## src/rtl/lcd_nibble_writer.sv

```systemverilog
// HD44780-style 4-bit write-only LCD driver: runs the power-up/init nibble sequence, then
// splits each accepted byte into two enable-strobed nibbles followed by a settle wait.
module lcd_nibble_writer #(
  parameter int SETUP_CYC     = 8,
  parameter int E_HIGH_CYC    = 48,
  parameter int HOLD_CYC      = 2,
  parameter int GAP_CYC       = 200,
  parameter int CMD_WAIT_CYC  = 8000,
  parameter int LONG_WAIT_CYC = 328000,
  parameter int PWRUP_CYC     = 3000000
) (
  input  logic       clk,
  input  logic       rst,
  input  logic       in_valid,
  input  logic [7:0] in_data,
  input  logic       in_rs,
  output logic       in_ready,
  output logic       init_done,
  output logic [3:0] lcd_data,
  output logic       lcd_e,
  output logic       lcd_rs,
  output logic       lcd_rw
);

  localparam int CW    = 32;
  localparam int E_EFF = (E_HIGH_CYC < 1) ? 1 : E_HIGH_CYC;

  localparam logic [CW-1:0] SETUP_N = CW'(SETUP_CYC);
  localparam logic [CW-1:0] EHI_N   = CW'(E_EFF);
  localparam logic [CW-1:0] HOLD_N  = CW'(HOLD_CYC);
  localparam logic [CW-1:0] GAP_N   = CW'(GAP_CYC);
  localparam logic [CW-1:0] CMD_N   = CW'(CMD_WAIT_CYC);
  localparam logic [CW-1:0] LONG_N  = CW'(LONG_WAIT_CYC);
  localparam logic [CW-1:0] PWRUP_N = CW'(PWRUP_CYC);

  // INIT_NIB is the long settle wait that follows each init nibble.
  typedef enum logic [2:0] {PWRUP, INIT_NIB, IDLE, SETUP, E_HI, HOLD, GAP, WAIT} state_t;

  state_t        state_q, state_d;
  logic [CW-1:0] cnt_q, cnt_d;
  logic [7:0]    byte_q, byte_d;
  logic          byte_rs_q, byte_rs_d;
  logic          low_q, low_d;
  logic [1:0]    idx_q, idx_d;
  logic [3:0]    data_q, data_d;
  logic          rs_q, rs_d;
  logic          e_q;
  logic          init_done_q, init_done_d;

  logic          go_hold, go_after_hold, go_gap, go_init_wait, go_next_init;
  logic          go_wait, go_setup, go_ehi;
  logic          long_cmd;
  logic [CW-1:0] wait_len;

  assign in_ready  = (state_q == IDLE) && init_done_q;
  assign init_done = init_done_q;
  assign lcd_data  = data_q;
  assign lcd_e     = e_q;
  assign lcd_rs    = rs_q;
  assign lcd_rw    = 1'b0;

  assign long_cmd = !byte_rs_q && ((byte_q == 8'h01) || (byte_q == 8'h02) || (byte_q == 8'h03));

  always_ff @(posedge clk or negedge rst) begin
    if (!rst) begin
      state_q     <= PWRUP;
      cnt_q       <= PWRUP_N;
      byte_q      <= 8'h00;
      byte_rs_q   <= 1'b0;
      low_q       <= 1'b0;
      idx_q       <= 2'd0;
      data_q      <= 4'h0;
      rs_q        <= 1'b0;
      e_q         <= 1'b0;
      init_done_q <= 1'b0;
    end else begin
      state_q     <= state_d;
      cnt_q       <= cnt_d;
      byte_q      <= byte_d;
      byte_rs_q   <= byte_rs_d;
      low_q       <= low_d;
      idx_q       <= idx_d;
      data_q      <= data_d;
      rs_q        <= rs_d;
      e_q         <= (state_d == E_HI);
      init_done_q <= init_done_d;
    end
  end

  // Phase exits raise go_* requests; the cascade below resolves them in dependency order so a
  // zero-length phase falls straight through to its successor within the same cycle.
  always_comb begin
    state_d       = state_q;
    cnt_d         = cnt_q;
    byte_d        = byte_q;
    byte_rs_d     = byte_rs_q;
    low_d         = low_q;
    idx_d         = idx_q;
    data_d        = data_q;
    rs_d          = rs_q;
    init_done_d   = init_done_q;
    go_hold       = 1'b0;
    go_after_hold = 1'b0;
    go_gap        = 1'b0;
    go_init_wait  = 1'b0;
    go_next_init  = 1'b0;
    go_wait       = 1'b0;
    go_setup      = 1'b0;
    go_ehi        = 1'b0;
    wait_len      = long_cmd ? LONG_N : CMD_N;

    case (state_q)
      PWRUP: begin
        if (cnt_q > CW'(1)) cnt_d = cnt_q - CW'(1);
        else begin
          idx_d    = 2'd0;
          data_d   = 4'h3;
          rs_d     = 1'b0;
          go_setup = 1'b1;
        end
      end
      IDLE: begin
        if (in_valid && init_done_q) begin
          byte_d    = in_data;
          byte_rs_d = in_rs;
          low_d     = 1'b0;
          data_d    = in_data[7:4];
          rs_d      = in_rs;
          go_setup  = 1'b1;
        end
      end
      SETUP: begin
        if (cnt_q > CW'(1)) cnt_d = cnt_q - CW'(1);
        else go_ehi = 1'b1;
      end
      E_HI: begin
        if (cnt_q > CW'(1)) cnt_d = cnt_q - CW'(1);
        else go_hold = 1'b1;
      end
      HOLD: begin
        if (cnt_q > CW'(1)) cnt_d = cnt_q - CW'(1);
        else go_after_hold = 1'b1;
      end
      GAP: begin
        if (cnt_q > CW'(1)) cnt_d = cnt_q - CW'(1);
        else begin
          low_d    = 1'b1;
          data_d   = byte_q[3:0];
          go_setup = 1'b1;
        end
      end
      INIT_NIB: begin
        if (cnt_q > CW'(1)) cnt_d = cnt_q - CW'(1);
        else go_next_init = 1'b1;
      end
      WAIT: begin
        if (cnt_q > CW'(1)) cnt_d = cnt_q - CW'(1);
        else state_d = IDLE;
      end
      default: state_d = PWRUP;
    endcase

    if (go_hold) begin
      if (HOLD_N != '0) begin
        state_d = HOLD;
        cnt_d   = HOLD_N;
      end else go_after_hold = 1'b1;
    end

    if (go_after_hold) begin
      if (!init_done_q) go_init_wait = 1'b1;
      else if (low_q)   go_wait = 1'b1;
      else              go_gap = 1'b1;
    end

    if (go_gap) begin
      if (GAP_N != '0) begin
        state_d = GAP;
        cnt_d   = GAP_N;
      end else begin
        low_d    = 1'b1;
        data_d   = byte_q[3:0];
        go_setup = 1'b1;
      end
    end

    if (go_init_wait) begin
      if (LONG_N != '0) begin
        state_d = INIT_NIB;
        cnt_d   = LONG_N;
      end else go_next_init = 1'b1;
    end

    // Init nibbles are 3,3,3 then 2 (the switch into 4-bit mode).
    if (go_next_init) begin
      if (idx_q == 2'd3) begin
        state_d     = IDLE;
        init_done_d = 1'b1;
      end else begin
        idx_d    = idx_q + 2'd1;
        data_d   = (idx_q == 2'd2) ? 4'h2 : 4'h3;
        go_setup = 1'b1;
      end
    end

    if (go_wait) begin
      if (wait_len != '0) begin
        state_d = WAIT;
        cnt_d   = wait_len;
      end else state_d = IDLE;
    end

    if (go_setup) begin
      if (SETUP_N != '0) begin
        state_d = SETUP;
        cnt_d   = SETUP_N;
      end else go_ehi = 1'b1;
    end

    if (go_ehi) begin
      state_d = E_HI;
      cnt_d   = EHI_N;
    end
  end

endmodule

```

## config.mk

```make
export PLATFORM = sky130hd
export DESIGN_NAME = lcd_nibble_writer
export DESIGN_NICKNAME = d
export VERILOG_FILES = /design/src/rtl/lcd_nibble_writer.sv
export SDC_FILE = /design/constraint.sdc
export NUM_CORES = 1
export LEC_CHECK = 0
export CORE_MARGIN = 2
export CORE_UTILIZATION = 40
export DETAILED_ROUTE_END_ITERATION = 12
export PLACE_DENSITY = 0.64
export SETUP_SLACK_MARGIN = 0.02
export SYNTH_ARGS = -nofsm -noshare
export SYNTH_HDL_FRONTEND = slang
export SYNTH_SLANG_ARGS = --single-unit
```

## constraint.sdc

```tcl
create_clock -name clk -period 7.98 [get_ports clk]
set_input_delay 1.995 -clock clk [delete_from_list [all_inputs] [get_ports clk]]
set_output_delay 1.995 -clock clk [all_outputs]
set_load 0.05 [all_outputs]
```

==> results of run 1 <==
## metal layers
layer / vias up / global-route usage (%)
met1: 1404 / 27.7
met3: 20 / 2.44
met2: 98 / 32.2
met4: 0 / 6.25
met5: - / 0
li1: 1380 / -
## layout make-up
| type | count | area, sq um | share of cell area [%] |
|---|---|---|---|
| tap | 102 | 128 | 3.64 |
| multi-input combinational | 286 | 1670 | 47.6 |
| clock buffer | 5 | 68.8 | 1.96 |
| sequential | 54 | 1360 | 38.8 |
| timing repair buffer | 23 | 215 | 6.13 |
| clock inverter | 3 | 25.0 | 0.713 |
| inverter | 10 | 37.5 | 1.07 |
## tightest hold or removal path: cells and delay by family, from the launching register on
| family | cells | cell delay (ns) |
|---|---|---|
| AND/OR/NAND/NOR | 2 | 0.11 |
| flip-flops | 1 | 0.36 |
## path summary, 6_finish.rpt
path	slack (ns)	cells after the start	end
max reg2reg	4.80	6	cnt_q[30]$_DFFE_PN0P_
max	3.68	3	in_ready
max in group asynchronous	5.72	2	cnt_q[12]$_DFFE_PN0P_
min reg2reg	0.49	2	byte_q[6]$_DFFE_PN0P_
min in group asynchronous	1.78	2	byte_q[3]$_DFFE_PN0P_
min	0.49	2	byte_q[6]$_DFFE_PN0P_
## cell families (layout without fill, tap and decap cells)
kind of cell | count (synthesis) | in the layout
compound gates | 106 | 106
xor+xnor | 6 | 6
fa+ha+maj | 4 | 4
buf+inv | 28 | 41
flops | 54 | 54
mux | 1 | 1
other cells | 1 | 1
simple gates | 168 | 168
## cells in the final DEF (no fill, tap or decap), types with 5 or more instances in the layout
master                            count
sky130_fd_sc_hd__clkdlybuf4s50_1     18
sky130_fd_sc_hd__nand2_1             53
sky130_fd_sc_hd__nor3_1              17
sky130_fd_sc_hd__clkbuf_8             5
sky130_fd_sc_hd__dfrtp_1             44
sky130_fd_sc_hd__o31ai_1              5
sky130_fd_sc_hd__dfstp_2             10
sky130_fd_sc_hd__nor2_1              28
sky130_fd_sc_hd__inv_1               10
sky130_fd_sc_hd__or3_1               12
sky130_fd_sc_hd__a21o_1              10
sky130_fd_sc_hd__o21ai_0             26
sky130_fd_sc_hd__a21oi_1             27
sky130_fd_sc_hd__or2_2                5
sky130_fd_sc_hd__nand3_1             10
sky130_fd_sc_hd__nor4_1               9
sky130_fd_sc_hd__xor2_1               5
## state kept, by name (all words and copies together) (netlist names)
signal and flops:
byte_q 8, state_q 3, lcd_data 4, init_done 1
cnt_q 32, lcd_rs 1, idx_q 2, byte_rs_q 1
low_q 1, lcd_e 1
## power by group through the flow
stage	logic (mW)	registers (mW)	clock network (mW)
floorplan	0.00147	0.279	0
global placement	0.0123	0.279	0
detailed placement	0.0124	0.279	0
CTS	0.0123	0.274	0.167
global route	0.0134	0.274	0.177
finish	0.0118	0.274	0.165
==> impl_results.md, run 1 <==
* Wire length of the first global-routing pass at around 14,000 um
* Post-Route Skew at about 0.011 ns
* Top cells by instance count after synthesis: sky130_fd_sc_hd__nand2_1, sky130_fd_sc_hd__dfrtp_1, sky130_fd_sc_hd__nor2_1
* Die height at between 90 and 100 um
* Per-instance average area after synthesis at roughly 8.6 sq um
* Antenna violations before repair at 0
* Power Internal at ~0.34 mW
* Number of DRC markers in iteration 0 at between 300 and 400
* Post-synth design cell area at roughly 3200 sq um
* Tot GR Track Use at just under 20%
* Clock share of power at roughly 37%
* PnR Total Power at between 0.4 and 0.5 mW
* Die area at 8610 sq um
* Deepest clock path buffer count at 2
* Worst Path Arrival at ~2.3 ns
* Clock tree from TritonCTS: yes
* Cell count after synthesis at around 370
* NetSw at approximately 0.11 mW
* Combinational share of power at between 2 and 3%
* Switching share of power at around a quarter
* Max stage delay cell, worst path: sky130_fd_sc_hd__clkdlybuf4s50_1
* Fin nets at 396
* Area fraction in compound gates after synthesis at 21.9%
* Final period utilization at between 50% and 60%
* Final hold vios at 0
* Adder-cell share of the synthesized area at ~1.6%
* Proportion of layout cells with a drive suffix above 1 at roughly 10%
* Number of buffers and inverters on the critical path at 1
* Met3 wire len at approximately 390 um
* Type of the setup path with the least slack: reg2out
* Most frequently used cell type in the post-synthesis netlist: sky130_fd_sc_hd__nand2_1
* Startpoint of the lowest-slack hold path: byte_q[6]$_DFFE_PN0P_
* Cell area after layout at ~3500 sq um
* P_leak at roughly 1.5 nW
* Antenna Cells at 0
* Site row count at 32
* Routed wire length at a little over 8000 um
* Max Cap Viol at 0
* First-pass detailed-route iteration total at 5
* Simple-Gate Fraction of Synth Area at a little over a quarter
* Worst-path clk slew at approximately 0.11 ns
* Most instantiated flip-flop cell in the synthesis netlist: sky130_fd_sc_hd__dfrtp_1
* Placer's final routability congestion estimate at between 0.9 and 1
* Via density at 6.01
* Setup repair after global routing missed its margin: no
* Worst slack at placement at between 3 and 4 ns
* Total CTS buffers at 5
* Post-placement cell count at 475
* Root buffer selected by CTS: sky130_fd_sc_hd__clkbuf_8
* Remaining global-route overflow at 0
* Slew @ Worst Pin at ~0.96 ns
* Post-route DRC violation count at 0
* HPWL reported at the end of detailed placement at 5770 um
* Max H-tree Level at 2
* Number of buffers inserted for hold repair after clock tree synthesis at 0
* Clock sink count at 54
* Worst min-delay path category: reg2reg
* Routed length on met1 at approximately 4000 um
* Number of instances resized during post-cts repair at 0
* Setup slack of the critical path after layout at ~3.7 ns
* Wire length per cell after detailed routing at ~17 um
* Via count of the routed design at a little under 3,000
* X dimension of the die at a little over 90 um
* Largest net degree at the start of global routing at 55
* Headroom to the max-slew limit at ~35%
* Top-Level Pins at 21
* Largest family of logic cells by synthesized area: simple AND/OR/NAND/NOR gates
* Fraction of post-synthesis cell area in the top cell type by area at a little over a third
* Critical Path Max Stage Delay at between 0.8 and 0.9 ns
* Leading post-synthesis cells by cell area: sky130_fd_sc_hd__dfrtp_1, sky130_fd_sc_hd__dfstp_2, sky130_fd_sc_hd__nand2_1, sky130_fd_sc_hd__a21oi_1, sky130_fd_sc_hd__o21ai_0
* Filler instances at 770
* XOR/XNOR share of the synthesized area at around 1.7%
* Required time reported for the critical path endpoint at 5.99 ns
* Sequence of cells on the critical path: nand2b_1 > nor3_1 > clkdlybuf4s50_1
* Crit path from: state_q[0]$_DFF_PN0_
* Fmax at ~230 MHz
* Post-synth EDFFs at 0
* Ys async rst share at 100%
* Number of nets in the synthesized netlist at about 380
* CP delay by family, top: buffers and inverters
* Critical-path maximum fanout at 22
* Sequential group share of total power at 60.8%
* Cell variety after synth at 60
* Final Core Density at 45.7%
* Placed cell area at roughly 3400 sq um
* Sequential element share of the synthesized area at around 43%
* Maximum vdd ir drop at 0.0650 mV
* Floorplan Core Area at around 7700 sq um
* Highest Signal Layer: met4
* Total negative slack for setup checks at 0 ns
* WL met2 at 3810 um
* Post-route minimum period at approximately 4.3 ns
* Run status: finished, final reports clean
* Layout area overhead at 11.3%
* Post-synthesis mux area share at 0.317%
* # Post-CTS Setup Buffers at 0
* Initial core utilization at between 40% and 50%
* Kind of capture point of the worst setup path: output pin
* Vias in the first global route at approximately 2,800
* Max-slew violation total from the final report at 0
* Warning count from the yosys run at 0
* Flip-flop and latch count after synthesis at between 50 and 60
* Number of setup violations in the final report at 0
* Clock latency reported for the late side of the worst-skew pair at around 0.32 ns
* Post-Layout Cell Count at ~480
* Minimum hold slack at about 0.5 ns
* Startpoint kind of the worst setup timing path: flip-flop
* Library cell with the largest summed area after synthesis: sky130_fd_sc_hd__dfrtp_1
* Launch instance of the worst register-to-register path: cnt_q[8]$_DFFE_PN0P_
* Cell area power density at around 130 nW/um^2
* Number of buffer cells added on primary ports at 19
* Antenna-violating nets left at 0
Power figures use the tool's default switching activity.
==> run 2: changes to the inputs <==
clock period = 4.05 ns   (was 7.98 ns; I/O delays follow)
==> run 2 against run 1 <==
  * Worst setup slack got worse by 2.8 ns
  * Design area increased by 1.1%
  * Non-clock buffer count increased by 2
  * Final cell count increased by 0.41%
  * Clock power increased by 130%
  * Global-route usage decreased by 0.20 points
  * Via count decreased by 2.0%
  * First-iteration DRC count decreased by 6.7%
  * Largest cell class unchanged
  * Largest power group unchanged
  * Highest routed layer unchanged
==> impl_results.md, run 2 (synthesis gave the netlist of run 1 again) <==
* Run status: finished, final reports clean
* Top-Level Pins at 21 (unchanged)
* Proportion of layout cells with a drive suffix above 1 at 10.4% (+0.47 points)
* Cell area after layout at 3550 sq um (+1.1%)
* Max Cap Viol at 0 (unchanged)
* Post-Layout Cell Count at 485 (+0.41%)
* Via count of the routed design at 2,843 (-2.0%)
* X dimension of the die at 92.8 um (unchanged)
* Setup slack of the most critical reg-to-reg path at 0.86 ns (-3.94 ns)
* Placed cell area at 3430 sq um (+0.44%)
* Placer's final routability congestion estimate at 0.875 (-3.1%)
* Tot GR Track Use at 19.7% (-0.20 points)
* Die area at 8610 sq um (unchanged)
* Fmax at 313 MHz
* Max stage delay cell, worst path: sky130_fd_sc_hd__clkdlybuf4s50_1
* Slew @ Worst Pin at 0.807 ns (-0.149 ns)
* Worst-path clk slew at 0.11 ns (about the same)
* Setup repair after global routing missed its margin: no
* Clock sink count at 54 (unchanged)
* Required time reported for the critical path endpoint at 3.04 ns (-2.95 ns)
* Die height at 92.8 um (unchanged)
* Headroom to the max-slew limit at 45.7% (+11 points)
* First-pass detailed-route iteration total at 5 (unchanged)
* Worst slack at placement at 0.791 ns (-2.97 ns)
* HPWL reported at the end of detailed placement at 5840 um (+1.3%)
* Remaining global-route overflow at 0 (unchanged)
* Routed wire length at 8080 um (-1.9%)
* Antenna Cells at 0 (unchanged)
* P_leak at 1.51 nW (+1.6%)
* Vias in the first global route at 2,644 (-6.0%)
* Worst Path Arrival at 2.19 ns (-0.12 ns)
* Number of buffers inserted for hold repair after clock tree synthesis at 0 (unchanged)
* Reg-to-reg endpoint: cnt_q[23]$_DFFE_PN0P_
* Setup slack of the critical path after layout at 0.850 ns (-2.83 ns)
* Type of the setup path with the least slack: reg2out
* Largest Register: cnt_q
* Post-placement cell count at 477 (+0.42%)
* Startpoint of the lowest-slack hold path: byte_q[5]$_DFFE_PN0P_
* Filler instances at 775 (+0.65%)
* Site row count at 32 (unchanged)
* Critical-path maximum fanout at 22 (unchanged)
* Max H-tree Level at 2 (unchanged)
* Number of DRC markers in iteration 0 at 308 (-6.7%)
* Total CTS buffers at 5 (unchanged)
* Via density at 5.86 (-2.4%)
* Fin nets at 398 (+0.51%)
* Final period utilization at 79.0%
* Maximum vdd ir drop at 0.129 mV (+99%)
* Number of buffer cells added on primary ports at 19 (unchanged)
* Kind of capture point of the worst setup path: output pin
* Most frequent cells in the layout: sky130_fd_sc_hd__nand2_1, sky130_fd_sc_hd__dfrtp_1, sky130_fd_sc_hd__nor2_1, sky130_fd_sc_hd__a21oi_1, sky130_fd_sc_hd__o21ai_0
* Wire length of the first global-routing pass at 13,400 um (-3.1%)
* Final Core Density at 46.2% (+0.49 points)
* Deepest clock path buffer count at 2 (unchanged)
* PnR Total Power at 0.944 mW (+110%)
* Cell area power density at 266 nW/um^2 (+110%)
* Post-route minimum period at ~3.2 ns
* Post-route DRC violation count at 0 (unchanged)
* Max-slew violation total from the final report at 0 (unchanged)
* Clock tree from TritonCTS: yes
* Clock latency reported for the late side of the worst-skew pair at 0.32 ns (about the same)
* Launch instance of the worst register-to-register path: cnt_q[8]$_DFFE_PN0P_
* Largest register FFs at 32 (unchanged)
* Reg2reg path depth at 6 (unchanged)
* Number of instances resized during post-cts repair at 0 (unchanged)
* Sequence of cells on the critical path: buf_4 > nand2b_1 > nor3_1 > clkdlybuf4s50_1
* Antenna violations before repair at 0 (unchanged)
* Most common cell after layout, fill and taps aside: sky130_fd_sc_hd__nand2_1
* Critical Path Max Stage Delay at 0.85 ns (about the same)
* Antenna-violating nets left at 0 (unchanged)
* Number of setup violations in the final report at 0 (unchanged)
* Startpoint kind of the worst setup timing path: flip-flop
* Wire length per cell after detailed routing at 16.7 um (-2.3%)
* # Post-CTS Setup Buffers at 0 (unchanged)
* Destination of the worst hold path: byte_q[5]$_DFFE_PN0P_
* Largest net degree at the start of global routing at 37 (-33%)
* Hold path depth at 2 (unchanged)
* Worst min-delay path category: reg2reg
* Floorplan Core Area at 7690 sq um (unchanged)
* Minimum hold slack at 0.492 ns (+0.000849 ns)
* Layout area overhead at 12.5%
* Root buffer selected by CTS: sky130_fd_sc_hd__clkbuf_8
* Post-Route Skew at 0.0113 ns (+0.000196 ns)
* Final hold vios at 0 (unchanged)
* Initial core utilization at 41.0% (unchanged)
* Total negative slack for setup checks at 0 ns (unchanged)
[run 2: changes by cell type in the layout (fill, tap and decap cells not counted)]
cell,previous run,this run
sky130_fd_sc_hd__clkinvlp_4,1,0
sky130_fd_sc_hd__bufinv_16,0,1
sky130_fd_sc_hd__inv_6,1,2
sky130_fd_sc_hd__buf_4,4,6
sky130_fd_sc_hd__clkinv_4,1,0
[run 2: cell type report]
| type | instances | area [sq um] | area share, % |
|---|---|---|---|
| tap | 102 | 128 | 3.60 |
| sequential | 54 | 1360 | 38.4 |
| inverter | 10 | 37.5 | 1.06 |
| clock inverter | 3 | 47.5 | 1.34 |
| clock buffer | 5 | 68.8 | 1.94 |
| multi-input combinational | 286 | 1670 | 47.1 |
| timing repair buffer | 25 | 230 | 6.49 |
[run 2: power by group]
part	internal (mW)	total [mW]	switching (mW)	leakage, nW
Combinational	0.00945	0.0233	0.0138	0.782
Sequential	0.539	0.539	0	0.673
Clock	0.189	0.381	0.192	0.0591
Total	0.738	0.944	0.206	1.51
[run 2: how the worst max path moves through the flow]
| stage | from | to | slack, ns |
|---|---|---|---|
| 2_1_floorplan | init_done$_DFFE_PN0P_ | in_ready | 0.96 |
| 3_3_place_gp | in_valid | cnt_q[24]$_DFFE_PN0P_ | 0.89 |
| 3_5_place_dp | in_valid | cnt_q[24]$_DFFE_PN0P_ | 0.79 |
| 4_1_cts | state_q[0]$_DFF_PN0_ | in_ready | 0.83 |
| 5_1_grt | cnt_q[13]$_DFFE_PN0P_ | cnt_q[20]$_DFFE_PN0P_ | 0.71 |
| 6_report | state_q[0]$_DFF_PN0_ | in_ready | 0.85 |
[run 2: critical path, delay by kind of cell (launching register included)]
| family | cells | cell delay, ns |
|---|---|---|
| buffers and inverters | 2 | 1.05 |
| DFF | 1 | 0.37 |
| and+or+nand+nor | 2 | 0.45 |
[run 2: per-layer routing]
layer | up-vias | wire length, um | share of wire [%] | global-route usage (%)
li1 | 1384 | - | - | -
met4 | 0 | 174 | 2.2 | 7.35
met2 | 72 | 3580 | 44 | 29.2
met5 | - | 0 | 0 | 0
met3 | 16 | 370 | 4.6 | 2.77
met1 | 1371 | 3950 | 49 | 29.0
